--- config.mk ---
export PLATFORM = sky130hd
export DESIGN_NAME = ct_rtu_arb_rr_8
export DESIGN_NICKNAME = d
export VERILOG_FILES = /design/src/rtl/ct_rtu_arb_rr_8_pkg.sv /design/src/rtl/ct_rtu_arb_rr_8_encode.sv /design/src/rtl/ct_rtu_arb_rr_8.sv
export SDC_FILE = /design/constraint.sdc
export NUM_CORES = 1
export LEC_CHECK = 0
export CORE_ASPECT_RATIO = 1.1
export CORE_UTILIZATION = 51
export CTS_CLUSTER_DIAMETER = 150
export DETAILED_ROUTE_END_ITERATION = 10
export PLACE_DENSITY = 0.87
export SLEW_MARGIN = 40
export SYNTH_ARGS = -nofsm -noshare
export SYNTH_HDL_FRONTEND = slang
export SYNTH_SLANG_ARGS = --single-unit
--- constraint.sdc ---
create_clock -name cpuclk -period 3 [get_ports cpuclk]
set_clock_uncertainty 0.1 [all_clocks]
set_input_delay 0.6 -clock cpuclk [delete_from_list [all_inputs] [get_ports cpuclk]]
set_output_delay 0.6 -clock cpuclk [all_outputs]
set_load 0.01 [all_outputs]
--- src/rtl/ct_rtu_arb_rr_8_pkg.sv ---
// Shared constants and state encoding for the eight-way round-robin retire arbiter.
package ct_rtu_arb_rr_8_pkg;
  localparam int RR_ARB_N     = 8;
  localparam int RR_ARB_IDX_W = 3;

  typedef enum logic {
    IDLE  = 1'b0,
    GRANT = 1'b1
  } arb_state_t;
endpackage

--- src/rtl/ct_rtu_arb_rr_8_encode.sv ---
// One-hot to binary encoder; an all-zero input encodes to index 0.
module ct_rtu_encode_8
  import ct_rtu_arb_rr_8_pkg::*;
(
  input  logic [RR_ARB_N-1:0]     onehot,
  output logic [RR_ARB_IDX_W-1:0] idx
);

  always_comb begin
    idx = '0;
    for (int i = 0; i < RR_ARB_N; i++) begin
      if (onehot[i]) idx = idx | 3'(i);
    end
  end

endmodule

--- src/rtl/ct_rtu_arb_rr_8.sv ---
// Eight-requester round-robin arbiter with registered sticky grants.
//   state | meaning
//   IDLE  | no grant presented; arbitrate x_req from ptr
//   GRANT | x_grant held until acked, withdrawn or flushed
module ct_rtu_arb_rr_8
  import ct_rtu_arb_rr_8_pkg::*;
(
  input  logic                    cpuclk,
  input  logic                    cpurst_b,
  input  logic                    rtu_yy_xx_flush,
  input  logic [RR_ARB_N-1:0]     x_req,
  input  logic                    x_dst_ready,
  output logic                    x_grant_vld,
  output logic [RR_ARB_N-1:0]     x_grant,
  output logic [RR_ARB_IDX_W-1:0] x_grant_idx,
  output logic                    x_ack
);

  arb_state_t              state, state_nxt;
  logic [RR_ARB_IDX_W-1:0] ptr, ptr_nxt, idx_nxt, arb_ptr;
  logic [RR_ARB_N-1:0]     grant_nxt, arb_req, rot_req, rot_sel, win;

  assign x_grant_vld = (state == GRANT);
  // No path from x_req: the handshake depends only on held state and ready.
  assign x_ack = (state == GRANT) & x_dst_ready & ~rtu_yy_xx_flush;

  // Back-to-back arbitration masks the bit being acked and starts past it.
  always_comb begin
    if (state == IDLE) begin
      arb_req = x_req;
      arb_ptr = ptr;
    end else begin
      arb_req = x_req & ~x_grant;
      arb_ptr = x_grant_idx + 3'd1;
    end
    rot_req = (arb_req >> arb_ptr) | (arb_req << (4'd8 - {1'b0, arb_ptr}));
    rot_sel = rot_req & (~rot_req + 8'd1);
    win     = (rot_sel << arb_ptr) | (rot_sel >> (4'd8 - {1'b0, arb_ptr}));
  end

  always_comb begin
    state_nxt = state;
    ptr_nxt   = ptr;
    grant_nxt = x_grant;
    if (rtu_yy_xx_flush) begin
      state_nxt = IDLE;
      grant_nxt = '0;
    end else begin
      case (state)
        IDLE: begin
          if (x_req != '0) begin
            state_nxt = GRANT;
            grant_nxt = win;
          end
        end
        GRANT: begin
          if (x_dst_ready) begin
            ptr_nxt = x_grant_idx + 3'd1;
            if (arb_req != '0) begin
              grant_nxt = win;
            end else begin
              state_nxt = IDLE;
              grant_nxt = '0;
            end
          end else if ((x_req & x_grant) == '0) begin
            state_nxt = IDLE;
            grant_nxt = '0;
          end
        end
        default: begin
          state_nxt = IDLE;
          grant_nxt = '0;
        end
      endcase
    end
  end

  ct_rtu_encode_8 u_encode (
    .onehot (grant_nxt),
    .idx    (idx_nxt)
  );

  always_ff @(posedge cpuclk) begin
    if (!cpurst_b) begin
      state       <= IDLE;
      ptr         <= '0;
      x_grant     <= '0;
      x_grant_idx <= '0;
    end else begin
      state       <= state_nxt;
      ptr         <= ptr_nxt;
      x_grant     <= grant_nxt;
      x_grant_idx <= idx_nxt;
    end
  end

endmodule

==> results.cfg, run 1 <==
[run_status]
status = aborted with a tool error
haltStage = 5_1_grt
error = [ERROR GRT-0232] Routing congestion too high. Check the congestion heatmap in the GUI.

[synthesis]
ys_warn_count = 0
synth.net_count = 287
synth_flop_cell = dfxtp_1
ys_types = 73
synth_cells = 274
synth_edf_count = 0
seq_area_frac_synth_pct = 15.08
synthArstFlopShare_pct = 0
synth.avg_cell_area_um2 = 7.270
synth-seq-cells = 15
syn_area_um2 = 1992

[global_routing]
grt.overflow.total = 3
grt_usage_pct = 71.53
grt_max_degree = 15

[placement]
numPortBuffers = 24
gp_congestion = 1.050
hpwl_um = 6707
place_area_um2 = 2831

[sta]
crit_endpoint = x_grant_idx[0]$_SDFF_PN0_/D
endpoint_type = register data pin

[clocking]
root_buffer = clkbuf_8
cts_max_level = 1
clock-sinks = 15
holdBufCountCts = 0
cts_buffers = 3
max-clock-path-buffers = 2

[die]
initial_core_util_pct = 54.08
die_w_um = 61.59
row_count = 23
fp.dieH_um = 67.55
io_pins = 25
==> synthesized netlist by cell type, types with 4 or more instances <==
master    number  area, µm²
a211oi_1       4      30.03
nand2_1       32      120.1
nor4_1         6      37.54
a21oi_1       13      65.06
nand2b_1       5      31.28
a21boi_0       4      30.03
o21a_1         4      30.03
nor2b_1        8      50.05
o21ai_1        6      30.03
nor2_1        17      63.81
and2_1         4      25.02
o211ai_1       4      30.03
nor3_1        11      55.05
a31oi_1        4      25.02
buf_2          7      35.03
a32o_1         4      40.04
a22oi_1        7      52.55
o221ai_1       6      52.55
a21boi_1       6      45.04
nand3_1       10      50.05
o21ai_0       14      70.07
dfxtp_1       15      300.3
==> per-stage QoR <==
step           std cells  worst slack (ps)
2_1_floorplan        274            -26.41
3_3_place_gp         406            -592.2
3_5_place_dp         406            -711.6
4_1_cts              423            -63.09
==> routing by layer <==
metal / GRT overflow / global-route usage [%]
met4: 2 / 63.61
met5: 0 / 24.29
met3: 0 / 55.17
met1: 0 / 76.38
met2: 1 / 85.62
==> cell families after synthesis <==
| logic type | after synthesis | share of synthesized area (%) |
|---|---|---|
| muxes | 6 | 3.831 |
| xor gates and xnor gates | 1 | 0.4398 |
| adders and majority gates | 1 | 0.6280 |
| AOI/OAI and AO/OA | 116 | 43.72 |
| DFF | 15 | 15.08 |
| buffers and inverters | 19 | 5.339 |
| and+or+nand+nor | 116 | 30.97 |
==> timing repair <==
action                     in CTS
buffers inserted               14
setup endpoints to repair      11
resized for setup              57
hold endpoints to repair        0
pin swaps                      26
==> run 2, diff against run 1 <==
--- a/config.mk
+++ b/config.mk
@@ -5,11 +5,9 @@
 export SDC_FILE = /design/constraint.sdc
 export NUM_CORES = 1
 export LEC_CHECK = 0
-export CORE_ASPECT_RATIO = 1.1
-export CORE_UTILIZATION = 51
-export CTS_CLUSTER_DIAMETER = 150
+export CORE_UTILIZATION = 40
 export DETAILED_ROUTE_END_ITERATION = 10
-export PLACE_DENSITY = 0.87
+export PLACE_DENSITY_LB_ADDON = 0.15
 export SLEW_MARGIN = 40
 export SYNTH_ARGS = -nofsm -noshare
 export SYNTH_HDL_FRONTEND = slang
==> constraint.sdc (replaced) <==
create_clock -name cpuclk -period 3.9 [get_ports cpuclk]
set_clock_uncertainty 0.1 [all_clocks]
set_input_delay 0.78 -clock cpuclk [delete_from_list [all_inputs] [get_ports cpuclk]]
set_output_delay 0.78 -clock cpuclk [all_outputs]
set_load 0.01 [all_outputs]
==> results.cfg, run 2 <==
[global_routing]
grt_pass1_wl_um = 11950
grt_usage_pct = 29.53
grt_max_degree = 22
grt.overflow.total = 0
grt_pass1_vias = 2314
antenna_found_initial = 0

[routing]
viasPerCell = 6.523
met2_wirelength_um = 3341
vias = 2531
top_layer_used = met4
drc_errors = 0
met3WireLength_um = 679
drtPass1Iterations = 5
routedWlPerCell_um = 19.23
antenna_left = 0
drtIter0Drc = 349
wl_met1_um = 3186
routed_wl_um = 7461

[sta]
hold_ws_ps = 403.9
maxSlewHeadroom_pct = 64.04
layout_setup_ws_ps = 204.0
tns_ps = 0
fmax_mhz = 270.6
min_period_ps = 3696
hold_viol = 0
rsz0062_at_grt = false
setup_viol = 0
tightest_slew_ps = 532.6
period_share_pct = 94.77
drv_slew = 0

[clocking]
root_buffer = clkbuf_8
max-clock-path-buffers = 2
cts_tree = built
cts_max_level = 1
holdBufCountCts = 0
clk_latency_ps = 250
cts_buffers = 3
clock-sinks = 15
ctsResizeCount = 0
clkTransAtPathRegs_ps = 60
cts_setup_buffers = 0

[critical_path]
r2r_setup_slack_ps = 300
cp_data_arrival_time_ps = 3720
cp-end-kind = flop
crit_required_ps = 3930
crit_type = input pin to flop
crit_fanout = 5
crit_path_start_kind = input pin

[synthesis]
ys_types = 73
synth_flop_cell = dfxtp_1
syn_area_um2 = 1992
synth_most_common_cell = nand2_1
ys_warn_count = 0
synth_cells = 274
synth_edf_count = 0
synth.avg_cell_area_um2 = 7.270
ys_top_cells_by_count = nand2_1, nor2_1, dfxtp_1
synth_top_cell_area_share_pct = 15.08
synthArstFlopShare_pct = 0
synth_top_area_cell = dfxtp_1
seq_area_frac_synth_pct = 15.08
synth.net_count = 287
synth-seq-cells = 15
synth_area_leaders = dfxtp_1, nand2_1, o21ai_0, a21oi_1, nor2_1

[power_and_ir_drop]
power_density_nw_per_um2 = 294.5
p_leak_nw = 0.9703
worst_ir_drop_vdd_mv = 0.2444
power.total_mw = 0.7451

[layout]
finish.instance_area_um2 = 2530
utilization_pct = 53.21
diodes = 0
largest_reg_flops = 8
largest-register = x_grant
top_regs = x_grant x8, ptr x3, x_grant_idx x3
drive_above_1_share_pct = 18.69
mostFrequentLayoutCells = buf_4, nand2_1, clkdlybuf4s50_1
final_common_cell = buf_4
layout.cells.non_filler = 388
area_growth_pct = 27.01
fillers = 497
nNetsFinal = 335

[run_status]
status = finished clean

[die]
row_count = 25
core_um2 = 4755
dieArea_um2 = 5266
io_pins = 25
die_w_um = 72.57
initial_core_util_pct = 41.89
fp.dieH_um = 72.57

[placement]
numPortBuffers = 24
place_ws_ps = 8.064
dp.cells = 384
gp_congestion = 0.9616
place_area_um2 = 2484
hpwl_um = 5847

[flow_run]
max-cap-violations = 0

[worst_hold_path]
min-delay-path-class = flop to flop
-- run 2: cell counts after synthesis --
No cell type changed its count.
-- run 2: final cells by class --
cell class	count	area [µm²]	share of cell area (%)
clock buffers	3	41.29	1.632
clock inverters	1	5.005	0.1978
inverters	3	11.26	0.4451
multi-input cells	240	1585	62.66
flip-flops and latches	15	300.3	11.87
well taps	67	83.83	3.314
repair buffers	59	503.0	19.88
-- run 2: worst max-delay path, stage by stage --
cell and delay [ps]:
clkdlybuf4s50_1 510, a21boi_1 250, o21ai_1 120, and3_1 220, or3_4 370, and2_1 200
a31oi_1 170, o31ai_1 140, nand2b_1 170, a32o_2 280, or4_1 510
-- run 2: cells by family after synthesis --
logic type | count (synthesis) | synth area share (%)
fa+ha+maj | 1 | 0.6280
compound gates | 116 | 43.72
simple gates | 116 | 30.97
flops | 15 | 15.08
xor+xnor | 1 | 0.4398
mux | 6 | 3.831
buf+inv | 19 | 5.339
-- run 2: path summary, 6_finish.rpt --
| kind | from | end | cells after the start |
|---|---|---|---|
| min reg2reg | ptr[2] | ptr[2] | 1 |
| max | x_req[6] | x_grant_idx[2] | 11 |
| min | ptr[2] | ptr[2] | 1 |
| max reg2reg | x_grant_vld | x_grant_idx[2] | 11 |
-- run 2: report_power, final --
| part | total [mW] | switching, mW | internal [mW] |
|---|---|---|---|
| logic | 0.436 | 0.248 | 0.188 |
| clock network | 0.125 | 0.0540 | 0.0708 |
| registers | 0.184 | 0.0186 | 0.166 |
-- run 2: layer usage --
layer  track usage (%)  vias to the layer above
met4             11.33                        0
met2             46.21                      148
met3             4.306                       29
met1             40.79                     1172
met5                 0                        -
li1                  -                     1182
(Power assumes the default switching activity.)
